`src/rtl/button_bank_pkg.sv`:
```
// Shared types and helpers for the button bank decoder.
package button_bank_pkg;

  // Widest button bank the lowest_index helper can scan.
  localparam int MAX_BTN = 64;

  typedef enum logic {
    IDLE = 1'b0,
    HELD = 1'b1
  } state_e;

  // Bits needed to hold a 1-based button index plus the "none" code 0.
  function automatic int code_width(input int n);
    return $clog2(n + 1);
  endfunction

  // 1-based index of the lowest set bit, 0 when no bit is set.
  function automatic int lowest_index(input logic [MAX_BTN-1:0] vec);
    int idx;
    idx = 0;
    for (int i = MAX_BTN - 1; i >= 0; i--) begin
      if (vec[i]) idx = i + 1;
    end
    return idx;
  endfunction

endpackage

```
`src/rtl/btn_debounce.sv`:
```
// One button channel: metastability synchroniser followed by a
// stability counter. The debounced level only follows the synchronised
// level after it has differed for DEBOUNCE_CYCLES consecutive cycles.
module btn_debounce #(
  parameter int SYNC_STAGES     = 2,
  parameter int DEBOUNCE_CYCLES = 16
) (
  input  logic clk,
  input  logic nrst,
  input  logic btn_raw,
  output logic deb
);

  localparam int CNT_W = $clog2(DEBOUNCE_CYCLES + 1);

  logic [SYNC_STAGES-1:0] sync_q, sync_d;
  logic [CNT_W-1:0]       cnt_q, cnt_d;
  logic                   deb_q, deb_d;
  logic                   sync_bit;

  // Bit 0 takes the raw pin, the top bit is the synchronised level.
  assign sync_bit = sync_q[SYNC_STAGES-1];
  assign deb      = deb_q;

  // Next-state: shift the synchroniser and run the stability counter.
  always_comb begin
    sync_d = {sync_q[SYNC_STAGES-2:0], btn_raw};
    cnt_d  = cnt_q;
    deb_d  = deb_q;
    if (sync_bit == deb_q) begin
      // Level agrees with the accepted one: any pending change was a bounce.
      cnt_d = '0;
    end else if (cnt_q == CNT_W'(DEBOUNCE_CYCLES - 1)) begin
      deb_d = sync_bit;
      cnt_d = '0;
    end else begin
      cnt_d = cnt_q + CNT_W'(1);
    end
  end

  // Channel state registers, cleared asynchronously.
  always_ff @(posedge clk or negedge nrst) begin
    if (!nrst) begin
      sync_q <= '0;
      cnt_q  <= '0;
      deb_q  <= 1'b0;
    end else begin
      sync_q <= sync_d;
      cnt_q  <= cnt_d;
      deb_q  <= deb_d;
    end
  end

endmodule

```
`src/rtl/button_bank_decoder.sv`:
```
// Button bank decoder: NUM_BTN debounced channels feed an IDLE/HELD FSM
// that emits one btn_valid pulse per press with a 1-based button code.
// Optional auto-repeat while held: define BUTTON_BANK_AUTO_REPEAT_EN.
// Output handshake: btn_valid is a single-cycle strobe with no ready;
// btn_code/btn_multi are valid in that cycle and hold until the next event.
module button_bank_decoder
  import button_bank_pkg::*;
#(
  parameter int NUM_BTN         = 4,
  parameter int SYNC_STAGES     = 2,
  parameter int DEBOUNCE_CYCLES = 16,
  parameter int REPEAT_DELAY    = 1000,
  parameter int REPEAT_PERIOD   = 250,
  parameter int CODE_W          = code_width(NUM_BTN)
) (
  input  logic              clk,
  input  logic              nrst,
  input  logic [NUM_BTN-1:0] btn_in,
  output logic              btn_valid,
  output logic [CODE_W-1:0] btn_code,
  output logic              btn_multi,
  output logic              btn_held
);

  // Reject unusable configurations at elaboration time.
  if (NUM_BTN < 1 || NUM_BTN > MAX_BTN || SYNC_STAGES < 2 ||
      DEBOUNCE_CYCLES < 1 || REPEAT_DELAY < 1 || REPEAT_PERIOD < 1) begin : g_param_check
    $error("button_bank_decoder: illegal parameter combination");
  end

  logic [NUM_BTN-1:0] deb;

  for (genvar i = 0; i < NUM_BTN; i++) begin : g_chan
    btn_debounce #(
      .SYNC_STAGES     (SYNC_STAGES),
      .DEBOUNCE_CYCLES (DEBOUNCE_CYCLES)
    ) u_debounce (
      .clk     (clk),
      .nrst    (nrst),
      .btn_raw (btn_in[i]),
      .deb     (deb[i])
    );
  end

  state_e            state_q, state_d;
  logic              valid_q, valid_d;
  logic [CODE_W-1:0] code_q, code_d;
  logic              multi_q, multi_d;
  logic              multi_hot;

`ifdef BUTTON_BANK_AUTO_REPEAT_EN
  localparam int RPT_MAX = (REPEAT_DELAY > REPEAT_PERIOD) ? REPEAT_DELAY : REPEAT_PERIOD;
  localparam int RPT_W   = $clog2(RPT_MAX + 1);

  logic [RPT_W-1:0] rpt_q, rpt_d;
  // 0 while waiting for the first repeat, 1 once in the periodic phase.
  logic             phase_q, phase_d;
  logic [RPT_W-1:0] rpt_target;

  assign rpt_target = phase_q ? RPT_W'(REPEAT_PERIOD - 1) : RPT_W'(REPEAT_DELAY - 1);
`endif

  // More than one bit set: clearing the lowest set bit leaves something.
  assign multi_hot = |(deb & (deb - NUM_BTN'(1)));

  assign btn_valid = valid_q;
  assign btn_code  = code_q;
  assign btn_multi = multi_q;
  assign btn_held  = (state_q == HELD);

  // FSM next-state and event encoding.
  always_comb begin
    state_d = state_q;
    valid_d = 1'b0;
    code_d  = code_q;
    multi_d = multi_q;
`ifdef BUTTON_BANK_AUTO_REPEAT_EN
    rpt_d   = rpt_q;
    phase_d = phase_q;
`endif
    case (state_q)
      IDLE: begin
        if (|deb) begin
          valid_d = 1'b1;
          code_d  = CODE_W'(lowest_index(MAX_BTN'(deb)));
          multi_d = multi_hot;
          state_d = HELD;
`ifdef BUTTON_BANK_AUTO_REPEAT_EN
          rpt_d   = '0;
          phase_d = 1'b0;
`endif
        end
      end
      HELD: begin
        if (deb == '0) begin
          state_d = IDLE;
`ifdef BUTTON_BANK_AUTO_REPEAT_EN
          rpt_d   = '0;
          phase_d = 1'b0;
`endif
        end else begin
`ifdef BUTTON_BANK_AUTO_REPEAT_EN
          // Repeat events re-pulse btn_valid but keep code/multi.
          if (rpt_q == rpt_target) begin
            valid_d = 1'b1;
            rpt_d   = '0;
            phase_d = 1'b1;
          end else begin
            rpt_d = rpt_q + RPT_W'(1);
          end
`endif
        end
      end
      default: state_d = IDLE;
    endcase
  end

  // FSM and registered output flops.
  always_ff @(posedge clk or negedge nrst) begin
    if (!nrst) begin
      state_q <= IDLE;
      valid_q <= 1'b0;
      code_q  <= '0;
      multi_q <= 1'b0;
`ifdef BUTTON_BANK_AUTO_REPEAT_EN
      rpt_q   <= '0;
      phase_q <= 1'b0;
`endif
    end else begin
      state_q <= state_d;
      valid_q <= valid_d;
      code_q  <= code_d;
      multi_q <= multi_d;
`ifdef BUTTON_BANK_AUTO_REPEAT_EN
      rpt_q   <= rpt_d;
      phase_q <= phase_d;
`endif
    end
  end

endmodule

```
`config.mk`:
```
export PLATFORM = sky130hd
export DESIGN_NAME = button_bank_decoder
export DESIGN_NICKNAME = d
export VERILOG_FILES = /design/src/rtl/button_bank_pkg.sv /design/src/rtl/btn_debounce.sv /design/src/rtl/button_bank_decoder.sv
export SDC_FILE = /design/constraint.sdc
export NUM_CORES = 1
export LEC_CHECK = 0
export ABC_AREA = 1
export CAP_MARGIN = 20
export CORE_MARGIN = 2
export CORE_UTILIZATION = 40
export DETAILED_ROUTE_END_ITERATION = 10
export SYNTH_ARGS = -nofsm -noshare
export SYNTH_HDL_FRONTEND = slang
export SYNTH_HIERARCHICAL = 1
export SYNTH_SLANG_ARGS = --single-unit
```
`constraint.sdc`:
```
create_clock -name clk -period 2.85 [get_ports clk]
set_input_delay 0.57 -clock clk [delete_from_list [all_inputs] [get_ports clk]]
set_output_delay 0.57 -clock clk [all_outputs]
set_load 0.01 [all_outputs]
```
== Word level (Yosys, flattened, before mapping) ==
Index checks and enable logic that the tools add are counted.
Word-level totals
  bits of input ports: 6
  register bits after elaboration: 38
  logic and storage cells: 59
  output and inout bits: 6
Cells by class
  equality and inequality tests: 8
  multiplexer cells: 16
  reductions and logical operators: 8
  $add $sub $neg: 5
  bitwise operators: 6
Operators by type and width (count)
  2-to-1 mux 5 bit: 8
  adder 5 x 1 -> 5 bit, second input constant: 4
  equality test 5 x 4 -> 1 bit, second input constant: 4
  2-to-1 mux 3 bit: 4
  AND reduction 2 bit: 5
  OR reduction 4 bit: 2
  inverter 1 bit: 5
  AND 4 bit: 1
  equality test 1 bit: 4
  zero test 4 bit: 1
  subtractor 4 x 1 -> 4 bit, second input constant: 1
  2-to-1 mux 1 bit: 3
  case mux 1 bit (2 select lines): 1

== Depth between registers and ports, before layout ==
  depth after elaboration: 4
  depth in mapped cells: 6
  depth with buffers taken out: 6

== Hierarchy ==
Netlist, hierarchy kept.
By module, submodules not included
  btn_debounce: area an instance 322.8 um^2, cells an instance 35, instances 4, sequential area each 200.2 um^2
  button_bank_decoder: area an instance 299.0 um^2, cells an instance 36, instances 1, sequential area each 150.1 um^2

== Worst setup path before layout ==
No wires, ideal clock.
  path kind: reg-to-output
  from: register state_q, in the netlist btn_held
  to: output btn_held
  path slack: 1.879 ns
  required time: 2.280 ns
  arrival: 0.401 ns
  path buffers: 0
  stages on the path, launching flop included: 1
  cells stage by stage: dfrtp_1
RTL lines
  from (decl): line button_bank_decoder.sv:45  | state_e state_q, state_d;
  from (signal assigned): line button_bank_decoder.sv:130  | state_q <= state_d;
  to (decl): line button_bank_decoder.sv:22  | output logic btn_held
No word-level cell between the ends.

== Worst setup path in the final report ==
  from: register state_q, in the netlist btn_held
  to: output btn_held
No word-level cell between the ends.

==> results.md <==
- # diodes: 0
- Hold depth: 0
- Gp weighted congestion: between 0.7 and 0.8
- Max Buffers Root-to-Sink: 2
- Required time worst endpoint: roughly 2.3 ns
- Vias in the first global route: 1121
- Critical Path Start Type: flip-flop
- H-Tree Depth: 2
- Tmin final: about 1.8 ns
- Max VDD drop: 0.329 mV
- Setup TNS: 0 ns
- Clk slew on worst S/H paths: approximately 0.070 ns
- Synth cell types: 17
- Final Cycle Share: between 60% and 70%
- Total global routing overflow: 0
- Final Max Tran Viols: 0
- Non-filler cells, final: 243
- Leak pwr: about 0.94 nW
- RSZ-0062 raised after global routing: false
- Crit path cell chain: clkdlybuf4s50_1
- DRT Wirelength: 2.56 mm
- Clk root buf: clkbuf_8
- Die X: between 60 and 70 um
- CORE AREA: 3740 um2
- Resize count post-CTS: 0
- Drc violations: 0
- Design Area, Final: 1850 um2
- Worst skew pair latency: roughly 0.28 ns
- Final Skew: between 0.005 and 0.006 ns
- Cts hold-fix bufs: 0
- Final net count: between 200 and 250
- Die area: roughly 4500 um2
- Most frequent cells in the layout: 49 x nand2_1, 38 x dfrtp_1, 32 x nor2_1
- Setup CP Type: flip-flop to output pin
- Crit Path Max Fanout: 3
- R2r worst-path depth: 4
- Synth top area share: between 50% and 60%
- Crit-path slowest cell: clkdlybuf4s50_1
- Synthesis-to-layout area growth: 16.1%
- Pin count of the biggest net entering global routing: 39
- Top-level I/O count: 12
- Global-route wire length before repair: 4.50 mm
- Initial antenna violation count: 0
- Post-DP Area: roughly 1800 um2
- Cell taking the most area after synthesis: dfrtp_1
- # placed instances: approximately 240
- Clock tree from TritonCTS: yes
- Synth Net Count: 186
- WP data arrival: between 1 and 1.5 ns
- Worst Tran Pin Value: between 0.8 and 0.9 ns
- Largest cells by area after synthesis: dfrtp_1 60%, nand2_1 12%, nor2_1 7.6%, inv_1 5.2%, ha_1 3.1%
- Die Height: ~67 um
- Initial core utilization: a little over two fifths
- Via density: approximately 4.7
- Commonest non-fill, non-tap cell in the layout: nand2_1
- Filler Cell Count: 377
- # setup viols final: 0
- Gate count of the mapped netlist: 176
- Total Routing Usage GR: between 10% and 20%
- Sequential area share after synthesis: between 50% and 60%
- TritonRoute pass-1 iters: 4
- IO Port Bufs: 11
- Worst slew margin: 45.8%
- Max Cap Viol: 0
- Post-CTS Setup Bufs: 0
- # rows: 22
- Initial drt markers: between 50 and 60
- Status: finished, final reports clean
- Pwr Density: 540 nW/um2
- Number of CTS-inserted buffers: 5
- Largest stage delay on the critical path: approximately 0.55 ns
- Synth Cell Area: 1590 um2
- Crit-path leading delay family: buffers and inverters
- Final hold viol count: 0
- Share of cells above drive strength 1: approximately 7%
- CP Depth: 1
- Post-DRT Antenna Nets: 0
- Worst Path Buf+Inv: 1
- Hold Crit Class: flip-flop to flip-flop
- Fmax: between 500 and 600 MHz
- Routed length per instance: 10.5 um
- Flops & latches, synth: 38
- YS warnings: 6
- Mapped Avg Cell Area: 9.04 um2
- DP HPWL: between 1.5 and 2 mm
- CP endpoint kind: output pin
- Sink Count: 38
- Via Count: 1149
-- power by group --
group | internal [mW] | switching, mW | leakage [nW] | total (mW)
Combinational | 0.0225 | 0.0301 | 0.386 | 0.0527
Sequential | 0.559 | 0.0176 | 0.502 | 0.577
Clock | 0.195 | 0.173 | 0.0482 | 0.368
-- routing by layer --
layer  up-vias  track usage [%]  wire length [um]  share of wire, %
met5         -                0                 0                 0
met4         0             6.89                27               1.1
met3         2             5.07                77               3.0
met2        15             23.0              1310                51
met1       548             15.2              1140                45
li1        584                -                 -                 -
-- flip-flops by register name (all words and copies together) (netlist names) --
name / cells
btn_code: 3
btn_held: 1
btn_multi: 1
btn_valid: 1
g_chan.u_debounce/cnt_q: 20
g_chan.u_debounce/deb: 4
g_chan.u_debounce/sync_q: 8
-- logic make-up (layout without fill, tap and decap cells) --
| family | Yosys count | in the layout | share of synthesized area, % |
|---|---|---|---|
| xor gates and xnor gates | 4 | 4 | 2.20 |
| buffers and inverters | 22 | 41 | 5.19 |
| adders and majority gates | 4 | 4 | 3.15 |
| AOI/OAI and AO/OA | 6 | 6 | 2.36 |
| and+or+nand+nor | 102 | 102 | 27.3 |
| DFF | 38 | 38 | 59.8 |
-- stage by stage --
stage / total power, mW / hold slack, ns / utilization (%) / setup slack [ns]
after floorplan: 0.614 / 0.274 / - / 1.88
after global placement: 0.637 / 0.333 / 46.9 / 1.38
after detailed placement: 0.641 / 0.336 / 46.9 / 1.36
after CTS: 1.02 / 0.352 / 49.3 / 1.05
after global routing: 1.06 / 0.363 / 49.3 / 1.01
final: 0.997 / 0.350 / 49.3 / 1.07
-- layout make-up --
type	instances	area (um2)	area share (%)
Multi-Input combinational cell	116	557	30.1
Clock inverter	1	5.00	0.271
Sequential cell	38	951	51.5
Clock buffer	7	86.3	4.67
Tap cell	48	60.1	3.25
Timing Repair Buffer	11	105	5.69
Inverter	22	82.6	4.47
-- synthesized netlist by cell type --
master,n
nand2_1,49
nand2_4,1
dfrtp_1,38
o21ai_1,2
nor2_1,32
xnor2_1,4
nand3_1,9
a21oi_1,1
inv_1,22
o21ai_2,1
o21ai_0,1
nand4_1,8
nor2_4,1
a21oi_2,1
nor2_2,1
nand2_2,1
ha_1,4
-- path summary, 6_finish.rpt --
path,from,to,slack [ns]
setup / recovery,btn_held,btn_held,1.07
hold / removal,g_chan[3].u_debounce/sync_q[0],g_chan[3].u_debounce/sync_q[1],0.35
setup reg to reg,g_chan[1].u_debounce/cnt_q[0],g_chan[1].u_debounce/cnt_q[0],1.78
hold reg to reg,g_chan[3].u_debounce/sync_q[0],g_chan[3].u_debounce/sync_q[1],0.35
max in group asynchronous,nrst,g_chan[3].u_debounce/cnt_q[3],1.96
min in group asynchronous,nrst,g_chan[0].u_debounce/cnt_q[3],0.38
No activity file was read; power rests on OpenSTA's default activity.
